`config.mk`:
```
export PLATFORM = sky130hd
export DESIGN_NAME = decode_stage
export DESIGN_NICKNAME = d
export VERILOG_FILES = /design/src/rtl/decode_stage.sv
export SDC_FILE = /design/constraint.sdc
export NUM_CORES = 1
export LEC_CHECK = 0
export BUFFER_PORTS_ARGS = -buffer_cell sky130_fd_sc_hd__buf_2
export CELL_PAD_IN_SITES_DETAIL_PLACEMENT = 0
export CELL_PAD_IN_SITES_GLOBAL_PLACEMENT = 1
export CORE_ASPECT_RATIO = 0.6
export CORE_MARGIN = 1
export CORE_UTILIZATION = 51
export DETAILED_ROUTE_END_ITERATION = 16
export PLACE_DENSITY = 0.95
export SETUP_SLACK_MARGIN = 0.1
export SLEW_MARGIN = 30
export SYNTH_ARGS = -nofsm -noshare
export SYNTH_HDL_FRONTEND = slang
export SYNTH_SLANG_ARGS = --single-unit
```
`constraint.sdc`:
```
create_clock -name clk -period 4.8 [get_ports clk]
set_input_delay 0 -clock clk [delete_from_list [all_inputs] [get_ports clk]]
set_output_delay 0 -clock clk [all_outputs]
set_load 0.02 [all_outputs]
```
`src/rtl/decode_stage.sv`:
```
// decode_stage: second pipeline stage, downstream of fetch.
// Decodes the fetched instruction, reads the 16x16 register file (with write-through
// bypass), and registers the ID/EX bundle. Also detects load-use hazards (one-entry
// replay buffer), resolves JMP (one-cycle jump pulse plus a squash of the wrong-path
// fetch) and HALT (sticky).
// Ports:
//   clk, reset                  clock and synchronous active-high reset
//   if_instruction/if_pc/if_valid   instruction from fetch
//   ex_stall, ex_flush          back-pressure and kill from execute
//   wb_en/wb_addr/wb_data       register file write port
//   stall, jump, jump_target, halt  controls returned to fetch
//   id_*                        registered ID/EX bundle
module decode_stage (
  input  logic        clk,
  input  logic        reset,
  input  logic [15:0] if_instruction,
  input  logic [7:0]  if_pc,
  input  logic        if_valid,
  input  logic        ex_stall,
  input  logic        ex_flush,
  input  logic        wb_en,
  input  logic [3:0]  wb_addr,
  input  logic [15:0] wb_data,
  output logic        stall,
  output logic        jump,
  output logic [7:0]  jump_target,
  output logic        halt,
  output logic        id_valid,
  output logic [7:0]  id_pc,
  output logic [3:0]  id_opcode,
  output logic [3:0]  id_rd,
  output logic [15:0] id_rs1_data,
  output logic [15:0] id_rs2_data,
  output logic [15:0] id_imm,
  output logic        id_reg_write,
  output logic        id_mem_read,
  output logic        id_mem_write,
  output logic        id_branch,
  output logic        id_illegal
);

  typedef enum logic [3:0] {
    OpNop, OpAdd, OpSub, OpAnd, OpOr, OpXor, OpAddi, OpLoad,
    OpStore, OpBeq, OpBne, OpJmp, OpLi, OpIll0, OpIll1, OpHalt
  } opcode_e;

  logic [15:0] rf_q [16];

  logic        id_valid_q, id_valid_d;
  logic [7:0]  id_pc_q, id_pc_d;
  logic [3:0]  id_opcode_q, id_opcode_d;
  logic [3:0]  id_rd_q, id_rd_d;
  logic [15:0] id_rs1_q, id_rs1_d, id_rs2_q, id_rs2_d, id_imm_q, id_imm_d;
  logic [4:0]  id_ctl_q, id_ctl_d;  // {reg_write, mem_read, mem_write, branch, illegal}
  logic        jump_q, jump_d, halt_q, halt_d, squash_q, squash_d;
  logic [7:0]  jump_target_q, jump_target_d;
  logic        buf_valid_q, buf_valid_d;
  logic [15:0] buf_instr_q, buf_instr_d;
  logic [7:0]  buf_pc_q, buf_pc_d;

  logic [15:0] w_instr;
  logic [7:0]  w_pc;
  logic        w_valid, hazard;
  opcode_e     w_op;
  logic        is_rtype, is_store, is_branch, use_a, use_b, use_c;
  logic [3:0]  ra_a, ra_b;
  logic [15:0] rdata_a, rdata_b, sext4;
  logic [3:0]  dec_op, dec_rd;
  logic [15:0] dec_rs1, dec_rs2, dec_imm;
  logic [4:0]  dec_ctl;

  // Working instruction: replay buffer first; a squashed or post-halt fetch is not valid.
  always_comb begin
    w_instr  = buf_valid_q ? buf_instr_q : if_instruction;
    w_pc     = buf_valid_q ? buf_pc_q : if_pc;
    w_valid  = ~halt_q & (buf_valid_q | (if_valid & ~squash_q));
    w_op     = opcode_e'(w_instr[15:12]);
    is_rtype = (w_op == OpAdd) | (w_op == OpSub) | (w_op == OpAnd) | (w_op == OpOr) |
               (w_op == OpXor);
    is_store  = (w_op == OpStore);
    is_branch = (w_op == OpBeq) | (w_op == OpBne);
    use_a = is_rtype | (w_op == OpAddi) | (w_op == OpLoad) | is_store | is_branch;
    use_b = is_rtype;
    use_c = is_store | is_branch;
    hazard = w_valid & id_valid_q & id_ctl_q[3] & (id_rd_q != 4'd0) &
             ((use_a & (id_rd_q == w_instr[7:4])) |
              (use_b & (id_rd_q == w_instr[3:0])) |
              (use_c & (id_rd_q == w_instr[11:8])));
  end

  // Branches read ra as operand A and rb as operand B; stores send ra as store data.
  always_comb begin
    ra_a = is_branch ? w_instr[11:8] : w_instr[7:4];
    ra_b = is_store ? w_instr[11:8] : (is_branch ? w_instr[7:4] : w_instr[3:0]);
    rdata_a = rf_q[ra_a];
    if (wb_en && (wb_addr == ra_a)) rdata_a = wb_data;
    if (ra_a == 4'd0) rdata_a = '0;
    rdata_b = rf_q[ra_b];
    if (wb_en && (wb_addr == ra_b)) rdata_b = wb_data;
    if (ra_b == 4'd0) rdata_b = '0;
  end

  always_comb begin
    sext4   = {{12{w_instr[3]}}, w_instr[3:0]};
    dec_op  = w_instr[15:12];
    dec_rd  = '0;
    dec_rs1 = use_a ? rdata_a : '0;
    dec_rs2 = (use_b | use_c) ? rdata_b : '0;
    dec_imm = '0;
    dec_ctl = '0;
    case (w_op)
      OpAdd, OpSub, OpAnd, OpOr, OpXor: begin
        dec_rd = w_instr[11:8]; dec_ctl = 5'b10000;
      end
      OpAddi:  begin dec_rd = w_instr[11:8]; dec_imm = sext4; dec_ctl = 5'b10000; end
      OpLoad:  begin dec_rd = w_instr[11:8]; dec_imm = sext4; dec_ctl = 5'b11000; end
      OpStore: begin dec_imm = sext4; dec_ctl = 5'b00100; end
      OpBeq, OpBne: begin dec_imm = sext4; dec_ctl = 5'b00010; end
      OpLi: begin
        dec_rd = w_instr[11:8]; dec_imm = {8'h00, w_instr[7:0]}; dec_ctl = 5'b10000;
      end
      OpIll0, OpIll1: dec_ctl = 5'b00001;
      default: dec_op = 4'd0;  // NOP, JMP and HALT travel as NOPs
    endcase
  end

  always_comb begin
    id_valid_d = id_valid_q;  id_pc_d = id_pc_q;  id_opcode_d = id_opcode_q;
    id_rd_d = id_rd_q;  id_rs1_d = id_rs1_q;  id_rs2_d = id_rs2_q;
    id_imm_d = id_imm_q;  id_ctl_d = id_ctl_q;
    jump_d = 1'b0;  jump_target_d = jump_target_q;
    halt_d = halt_q;  squash_d = squash_q;
    buf_valid_d = buf_valid_q;  buf_instr_d = buf_instr_q;  buf_pc_d = buf_pc_q;
    if (ex_flush) begin
      id_valid_d  = 1'b0;
      buf_valid_d = 1'b0;
      squash_d    = 1'b0;
    end else if (ex_stall) begin
      // Fetch will not re-present this instruction, so keep it for later.
      if (w_valid && !buf_valid_q) begin
        buf_valid_d = 1'b1; buf_instr_d = w_instr; buf_pc_d = w_pc;
      end
    end else if (hazard) begin
      id_valid_d  = 1'b0;
      buf_valid_d = 1'b1; buf_instr_d = w_instr; buf_pc_d = w_pc;
    end else begin
      id_valid_d  = w_valid;
      buf_valid_d = 1'b0;
      if (squash_q && if_valid && !buf_valid_q) squash_d = 1'b0;
      if (w_valid) begin
        id_pc_d = w_pc;  id_opcode_d = dec_op;  id_rd_d = dec_rd;
        id_rs1_d = dec_rs1;  id_rs2_d = dec_rs2;  id_imm_d = dec_imm;  id_ctl_d = dec_ctl;
        if (w_op == OpJmp) begin
          jump_d = 1'b1; jump_target_d = w_instr[11:4]; squash_d = 1'b1;
        end
        if (w_op == OpHalt) halt_d = 1'b1;
      end
    end
  end

  always_ff @(posedge clk) begin
    if (reset) begin
      id_valid_q <= 1'b0;  id_pc_q <= '0;  id_opcode_q <= '0;  id_rd_q <= '0;
      id_rs1_q <= '0;  id_rs2_q <= '0;  id_imm_q <= '0;  id_ctl_q <= '0;
      jump_q <= 1'b0;  jump_target_q <= '0;  halt_q <= 1'b0;  squash_q <= 1'b0;
      buf_valid_q <= 1'b0;  buf_instr_q <= '0;  buf_pc_q <= '0;
    end else begin
      id_valid_q <= id_valid_d;  id_pc_q <= id_pc_d;  id_opcode_q <= id_opcode_d;
      id_rd_q <= id_rd_d;  id_rs1_q <= id_rs1_d;  id_rs2_q <= id_rs2_d;
      id_imm_q <= id_imm_d;  id_ctl_q <= id_ctl_d;
      jump_q <= jump_d;  jump_target_q <= jump_target_d;  halt_q <= halt_d;
      squash_q <= squash_d;
      buf_valid_q <= buf_valid_d;  buf_instr_q <= buf_instr_d;  buf_pc_q <= buf_pc_d;
    end
  end

  // Register file is deliberately not reset; R0 is never written.
  always_ff @(posedge clk) begin
    if (wb_en && (wb_addr != 4'd0)) rf_q[wb_addr] <= wb_data;
  end

  assign stall        = hazard | ex_stall | halt_q | buf_valid_q;
  assign jump         = jump_q;
  assign jump_target  = jump_target_q;
  assign halt         = halt_q;
  assign id_valid     = id_valid_q;
  assign id_pc        = id_pc_q;
  assign id_opcode    = id_opcode_q;
  assign id_rd        = id_rd_q;
  assign id_rs1_data  = id_rs1_q;
  assign id_rs2_data  = id_rs2_q;
  assign id_imm       = id_imm_q;
  assign id_reg_write = id_ctl_q[4];
  assign id_mem_read  = id_ctl_q[3];
  assign id_mem_write = id_ctl_q[2];
  assign id_branch    = id_ctl_q[1];
  assign id_illegal   = id_ctl_q[0];

endmodule

```
==> impl_metrics.yaml, run 1 <==
final_layout:
  syn2layout_area_growth_pct: 15.4
  diodes: 0
  layout-drive-gt1-share: 0.165
  fillers: 2657
  fin_cells: 2304
  multi_input_area_um2: 7130
  regArea_um2: 9670
  fin_nets: 1879
sta:
  final-setup-viol-count: 0
  layout_min_cycle_time_ns: 4.12
  fin_worst_skew_ns: 0.0256
  post-route-period-util: 0.859
  max_freq_mhz: 243
  hold_violations: 0
  tightest_slew_ns: 1.04
  finalMaxSlewViolations: 0
  rsz0062_at_grt: "no"
  tns_ns: 0
  max_slew_margin: 0.285
place:
  place.gp.congestion: 0.961
  post-dp-hpwl_um: 36700
  place_inst: 2208
  portBuffers: 130
synthesis:
  synth_area_leaders: "edfxtp_1 45%, dfxtp_1 11%, nand2_1 9.4%, nand3_1 3.5%, mux2i_1 3.5%"
  ys_seq_elements: 355
  async_flop_share: 0
  synth-edff-count: 256
  synth_top_area_cell: "edfxtp_1"
  syn_inst: 1698
  synth_top_cell_area_share: 0.446
  synth_ff_type: "edfxtp_1"
  synth.avg_cell_area_um2: 10.2
  ys_warn_count: 0
  ys_seq_area_frac: 0.561
  netlist_area_um2: 17200
  ys_types: 77
global_route:
  grt_remaining_overflow: 0
  grt_pass1_vias: 13800
  track_usage: 0.326
  grt_max_degree: 98
  grt_pass1_wl_um: 83800
  grt_antenna_before_repair: 1
clock_tree:
  cts_tree: "yes"
  cts_buffer_depth: 3
  cts_resized: 0
  cts_buffers: 35
  htree_levels: 2
  path_clk_slew_ns: 0.07
  cts.sinks: 355
  clk_latency_ns: 0.53
  cts_root_buf: "clkbuf_16"
power_and_ir_drop:
  ir_drop_mv: 0.283
  p_leak_nw: 7.42
  p_per_area_nw_per_um2: 374
critical_path:
  endpoint: "id_rs1_data[5]"
  timing.rr.start: "buf_valid_q"
  r2r_setup_slack_ns: 0.68
  r2r_cells: 9
  crit_arrival_ns: 4.60
  crit_path_max_fanout: 51
  worstSetupEndpointType: "flop"
  crit_start: "buf_valid_q"
  r2r-end: "id_rs1_data[5]"
  critPathKind: "flop to flop"
  critPathLaunchType: "flop"
  required_ns: 5.28
floorplan:
  rows: 51
  ios: 131
  die_width_um: 239
  dieArea_um2: 34600
  die_height_um: 144
  fp.coreArea_um2: 32900
  start_util: 0.525
route:
  wl_per_cell_um: 24.4
  drt_iter0_markers: 2215
  drc_errors: 0
  drt-vias-per-instance: 6.42
  vias: 14800
  wl_um: 56300
  final_antenna_net_count: 0
  dr.pass1.iters: 13
run:
  maxCapViolCount: 0
outcome:
  outcome: "completed"
hold_path:
  hp-class: "input port to flop"
[cells in the mapped netlist (5+ instances only)]
cell type / n
clkbuf_1: 78
nand2_1: 431
edfxtp_1: 256
mux2i_2: 5
o21a_1: 7
buf_6: 5
mux4_2: 11
dfxtp_1: 99
a31oi_1: 34
nor2_1: 93
a221oi_1: 9
nand3_1: 121
nor3_1: 21
buf_2: 31
and3_1: 43
o21ai_1: 17
nand2b_1: 6
a211oi_1: 39
or3_1: 8
o22ai_1: 20
o21ai_0: 11
o211ai_1: 5
buf_4: 12
nor4_1: 20
xnor2_1: 15
and2_1: 7
or4b_1: 5
mux2_2: 8
mux2i_1: 60
a221o_1: 17
nand3b_1: 5
a21oi_1: 76
a32oi_1: 27
nand4_1: 19
buf_1: 10
[metrics by stage]
stage	worst slack, ns	hold WS (ns)	cell area, um^2	total power, mW	util
after global routing	0.573	0.0500	19900	7.66	0.605
after global placement	0.927	0.219	18400	4.73	0.561
after CTS	0.813	0.0139	19900	7.42	0.605
final	0.678	0.0453	19900	7.44	0.605
after floorplan	2.02	0.0793	17300	4.31	-
after detailed placement	0.809	0.215	18500	4.76	0.562
[power breakdown]
group	switching, mW	internal (mW)
Sequential	0.0816	3.39
Combinational	0.871	0.426
Clock	1.18	1.50
Total	2.13	5.31
[layout make-up]
| type | count | area share |
|---|---|---|
| Timing Repair Buffer | 215 | 0.0722 |
| Inverter | 3 | 0.000566 |
| Clock buffer | 49 | 0.0497 |
| Clock inverter | 13 | 0.00484 |
| Multi-Input combinational cell | 1219 | 0.358 |
| Tap cell | 450 | 0.0283 |
| Sequential cell | 355 | 0.486 |
[layout by cell type, fill, tap and decap left out, types with 6 or more instances in the layout]
master,instances
dfxtp_1,98
a221o_1,17
nor2_2,7
a21oi_1,74
nor2_4,6
clkbuf_16,35
o21ai_0,10
a221oi_1,9
nor3_1,18
clkbuf_8,6
mux4_2,11
o22ai_1,20
or3_1,8
dlygate4sd3_1,34
nand4_1,19
o21ai_1,15
nand2_1,430
edfxtp_1,256
mux2_2,7
clkbuf_1,8
nor4_1,20
nand3_1,121
o21a_1,7
mux2i_1,58
xnor2_1,15
a31oi_1,34
buf_2,130
and3_1,43
nor2_1,81
and2_1,7
conb_1,16
a32oi_1,27
buf_4,46
a211oi_1,39
nand2b_1,6
[registers in the layout, summed over array words and instances, names as in the netlist]
name         cells
rf_q           256
buf_instr_q     16
id_rs1_data     16
id_rs2_data     16
id_imm           9
buf_pc_q         8
id_pc            8
jump_target      8
id_ctl_q         5
id_opcode        4
id_rd            4
buf_valid_q      1
halt             1
id_valid         1
jump             1
squash_q         1
[how the worst min path moves through the flow]
stage                                 start  depth (start not counted)             end  slack [ns]
after floorplan                    ex_flush                          1        id_valid        0.08
after global placement             ex_flush                          2        id_valid        0.22
after detailed placement           ex_flush                          2        id_valid        0.21
after CTS                             reset                          2        id_rd[3]        0.01
after global routing      if_instruction[2]                          3  buf_instr_q[2]        0.05
final                                 reset                          2        id_rd[3]        0.05
[kinds of logic (layout without fill, tap and decap cells)]
| logic type | after synthesis | count (layout) | share of synthesized area |
|---|---|---|---|
| buffers and inverters | 139 | 280 | 0.0373 |
| DFF | 355 | 355 | 0.561 |
| xor gates and xnor gates | 20 | 20 | 0.0113 |
| AOI/OAI and AO/OA | 299 | 299 | 0.124 |
| and+or+nand+nor | 799 | 799 | 0.208 |
| muxes | 85 | 85 | 0.0591 |
| other | 1 | 16 | 0.000218 |
[critical path, cell delays in order, from the launching register on]
cell and delay, ns:
dfxtp_2 0.90, mux2i_1 0.94, mux2_4 0.65, buf_12 0.32
nand2_1 0.08, and3_1 0.18, a31oi_1 0.17, o22ai_1 0.17
nor4_1 0.43, a221o_1 0.18
[what timing repair did]
item | 4_1_cts | 5_1_grt
hold endpoints to repair | 292 | 0
setup buffers | 0 | 0
hold buffers | 34 | 0
endpoints found under the setup margin | 0 | 0
[per-layer routing]
| layer | vias to the layer above | wire length, um | global-route usage |
|---|---|---|---|
| li1 | 6485 | - | - |
| met1 | 7067 | 23000 | 0.460 |
| met2 | 1075 | 23500 | 0.470 |
| met3 | 159 | 8330 | 0.114 |
| met4 | 0 | 1490 | 0.0962 |
| met5 | - | 0 | 0 |
Note: power is estimated with default switching activity, not from simulation.
==> run 2, diff against run 1 <==
--- a/config.mk
+++ b/config.mk
@@ -16,3 +16,3 @@
 export SETUP_SLACK_MARGIN = 0.1
-export SLEW_MARGIN = 30
+export SLEW_MARGIN = 20
 export SYNTH_ARGS = -nofsm -noshare
==> constraint.sdc (replaced) <==
create_clock -name clk -period 4.8 [get_ports clk]
set_input_delay 0.24 -clock clk [delete_from_list [all_inputs] [get_ports clk]]
set_output_delay 0.24 -clock clk [all_outputs]
set_load 0.02 [all_outputs]
==> run 2 against run 1 <==
- final cell count is 0.95% lower
- combinational power hardly changed
- core utilization is 0.88 points lower
- die area stayed put
- sequential power hardly changed
- worst hold slack better by 0.023 ns
- largest cell class unchanged
- clock power is 2% lower
- first-iteration DRC count is 6.2% higher
- global-route usage is 0.075 points lower
- worst setup slack better by 0.019 ns
==> impl_metrics.yaml, run 2 (same netlist as run 1, synthesis figures left out) <==
critical_path:
  slowest_delay_ns: 0.91
  crit_arrival_ns: 4.57
  crit_path_max_fanout: 51
  critPathKind: "flop to flop"
  required_ns: 5.27
  crit_family: "multiplexers"
  path_buf_inv: 1
  critPathLaunchType: "flop"
  worstSetupEndpointType: "flop"
  slowest_stage: "mux2i_1"
  path_cells: "mux2i_1, mux2_4, buf_12, nand2_1, and3_1, a31oi_1, o22ai_1, nor4_1, a221o_1"
sta:
  max_freq_mhz: 244
  finalWorstSetupSlack_ns: 0.697
  finalMaxSlewViolations: 0
  post-route-period-util: 0.855
  hold_violations: 0
  rsz0062_at_grt: "no"
  tns_ns: 0
  layout_min_cycle_time_ns: 4.10
  hold_ws_ns: 0.0683
  max_slew_margin: 0.232
  tightest_slew_ns: 1.15
  final-setup-viol-count: 0
  fin_worst_skew_ns: 0.0305
final_layout:
  fillers: 2691
  fin_nets: 1853
  final_common_cell: "nand2_1"
  layout-drive-gt1-share: 0.166
  regMostFlops: "rf_q"
  fin_cells: 2282
  syn2layout_area_growth_pct: 13.7
  layout_common_cells: "430 x nand2_1, 256 x edfxtp_1, 130 x buf_2"
  post-route-util: 0.597
  final_area_um2: 19600
  largest_register_ffs: 256
floorplan:
  die_width_um: 239
  fp.coreArea_um2: 32900
  start_util: 0.525
  dieArea_um2: 34600
  rows: 51
  die_height_um: 144
  ios: 131
place:
  post-dp-hpwl_um: 36600
  place_inst: 2208
  placed_cell_area_um2: 18400
  place_ws_ns: 0.796
  place.gp.congestion: 0.961
  portBuffers: 130
outcome:
  outcome: "completed"
clock_tree:
  htree_levels: 2
  cts_buffer_depth: 3
  cts.sinks: 355
  cts_tree: "yes"
  clk_latency_ns: 0.54
  cts_buffers: 34
  cts_root_buf: "clkbuf_16"
  cts_setup_buffers: 0
  path_clk_slew_ns: 0.07
power_and_ir_drop:
  p_leak_nw: 7.29
  p_per_area_nw_per_um2: 376
  power_mw: 7.37
  ir_drop_mv: 0.278
route:
  drc_errors: 0
  wl_um: 56300
  vias: 14600
  drt_iter0_markers: 2352
  final_antenna_net_count: 0
  dr.pass1.iters: 9
  drt-vias-per-instance: 6.41
  wl_per_cell_um: 24.7
global_route:
  track_usage: 0.325
  grt_pass1_wl_um: 83400
  grt_pass1_vias: 13700
  grt_remaining_overflow: 0
  grt_antenna_before_repair: 2
  grt_max_degree: 98
hold_path:
  hp-class: "input port to flop"
run:
  maxCapViolCount: 0
## run 2: cell types whose count changed in the layout (fill, tap and decap cells not counted)
cell,change
inv_4,-1
clkinv_1,+1
clkbuf_8,-4
clkbuf_2,+2
nor2_4,-1
clkinv_2,+1
dlygate4sd3_1,-25
nor2_2,+1
diode_2,+4
## run 2: worst paths after layout
kind	endpoint	slack [ns]	cells past startpoint	from
worst max register to register	id_rs1_data[6]	0.70	9	buf_valid_q
worst min register to register	id_imm[3]	0.46	2	id_imm[3]
worst min-delay path	squash_q	0.07	3	if_valid
worst max-delay path	id_rs1_data[6]	0.70	9	buf_valid_q
## run 2: report_power, final
group | internal [mW] | switching (mW)
Combinational | 0.413 | 0.869
Clock | 1.44 | 1.18
Sequential | 3.39 | 0.0818
Total | 5.24 | 2.13
## run 2: cell type report
type	count	area (um^2)	share of cell area
diodes	4	10.0	0.000510
clock buffers	47	943	0.0481
clock inverters	14	98.8	0.00504
inverters	3	11.3	0.000574
multi-input cells	1219	7120	0.363
flip-flops and latches	355	9670	0.493
well taps	450	563	0.0287
repair buffers	190	1190	0.0605
## run 2: worst min-delay path, stage by stage
cell,delay (ns)
buf_2,0.10
a31oi_1,0.10
or2_2,0.11
## run 2: what timing repair did
| action | 4_1_cts | 5_1_grt |
|---|---|---|
| hold endpoints to repair | 9 | 0 |
| resized for setup | 0 | 0 |
| hold buffers | 9 | 0 |
## run 2: metal layers
metal / wire length (um) / global-route usage
met5: 0 / 0
met4: 1690 / 0.112
met3: 8150 / 0.113
met2: 23200 / 0.463
met1: 23300 / 0.458
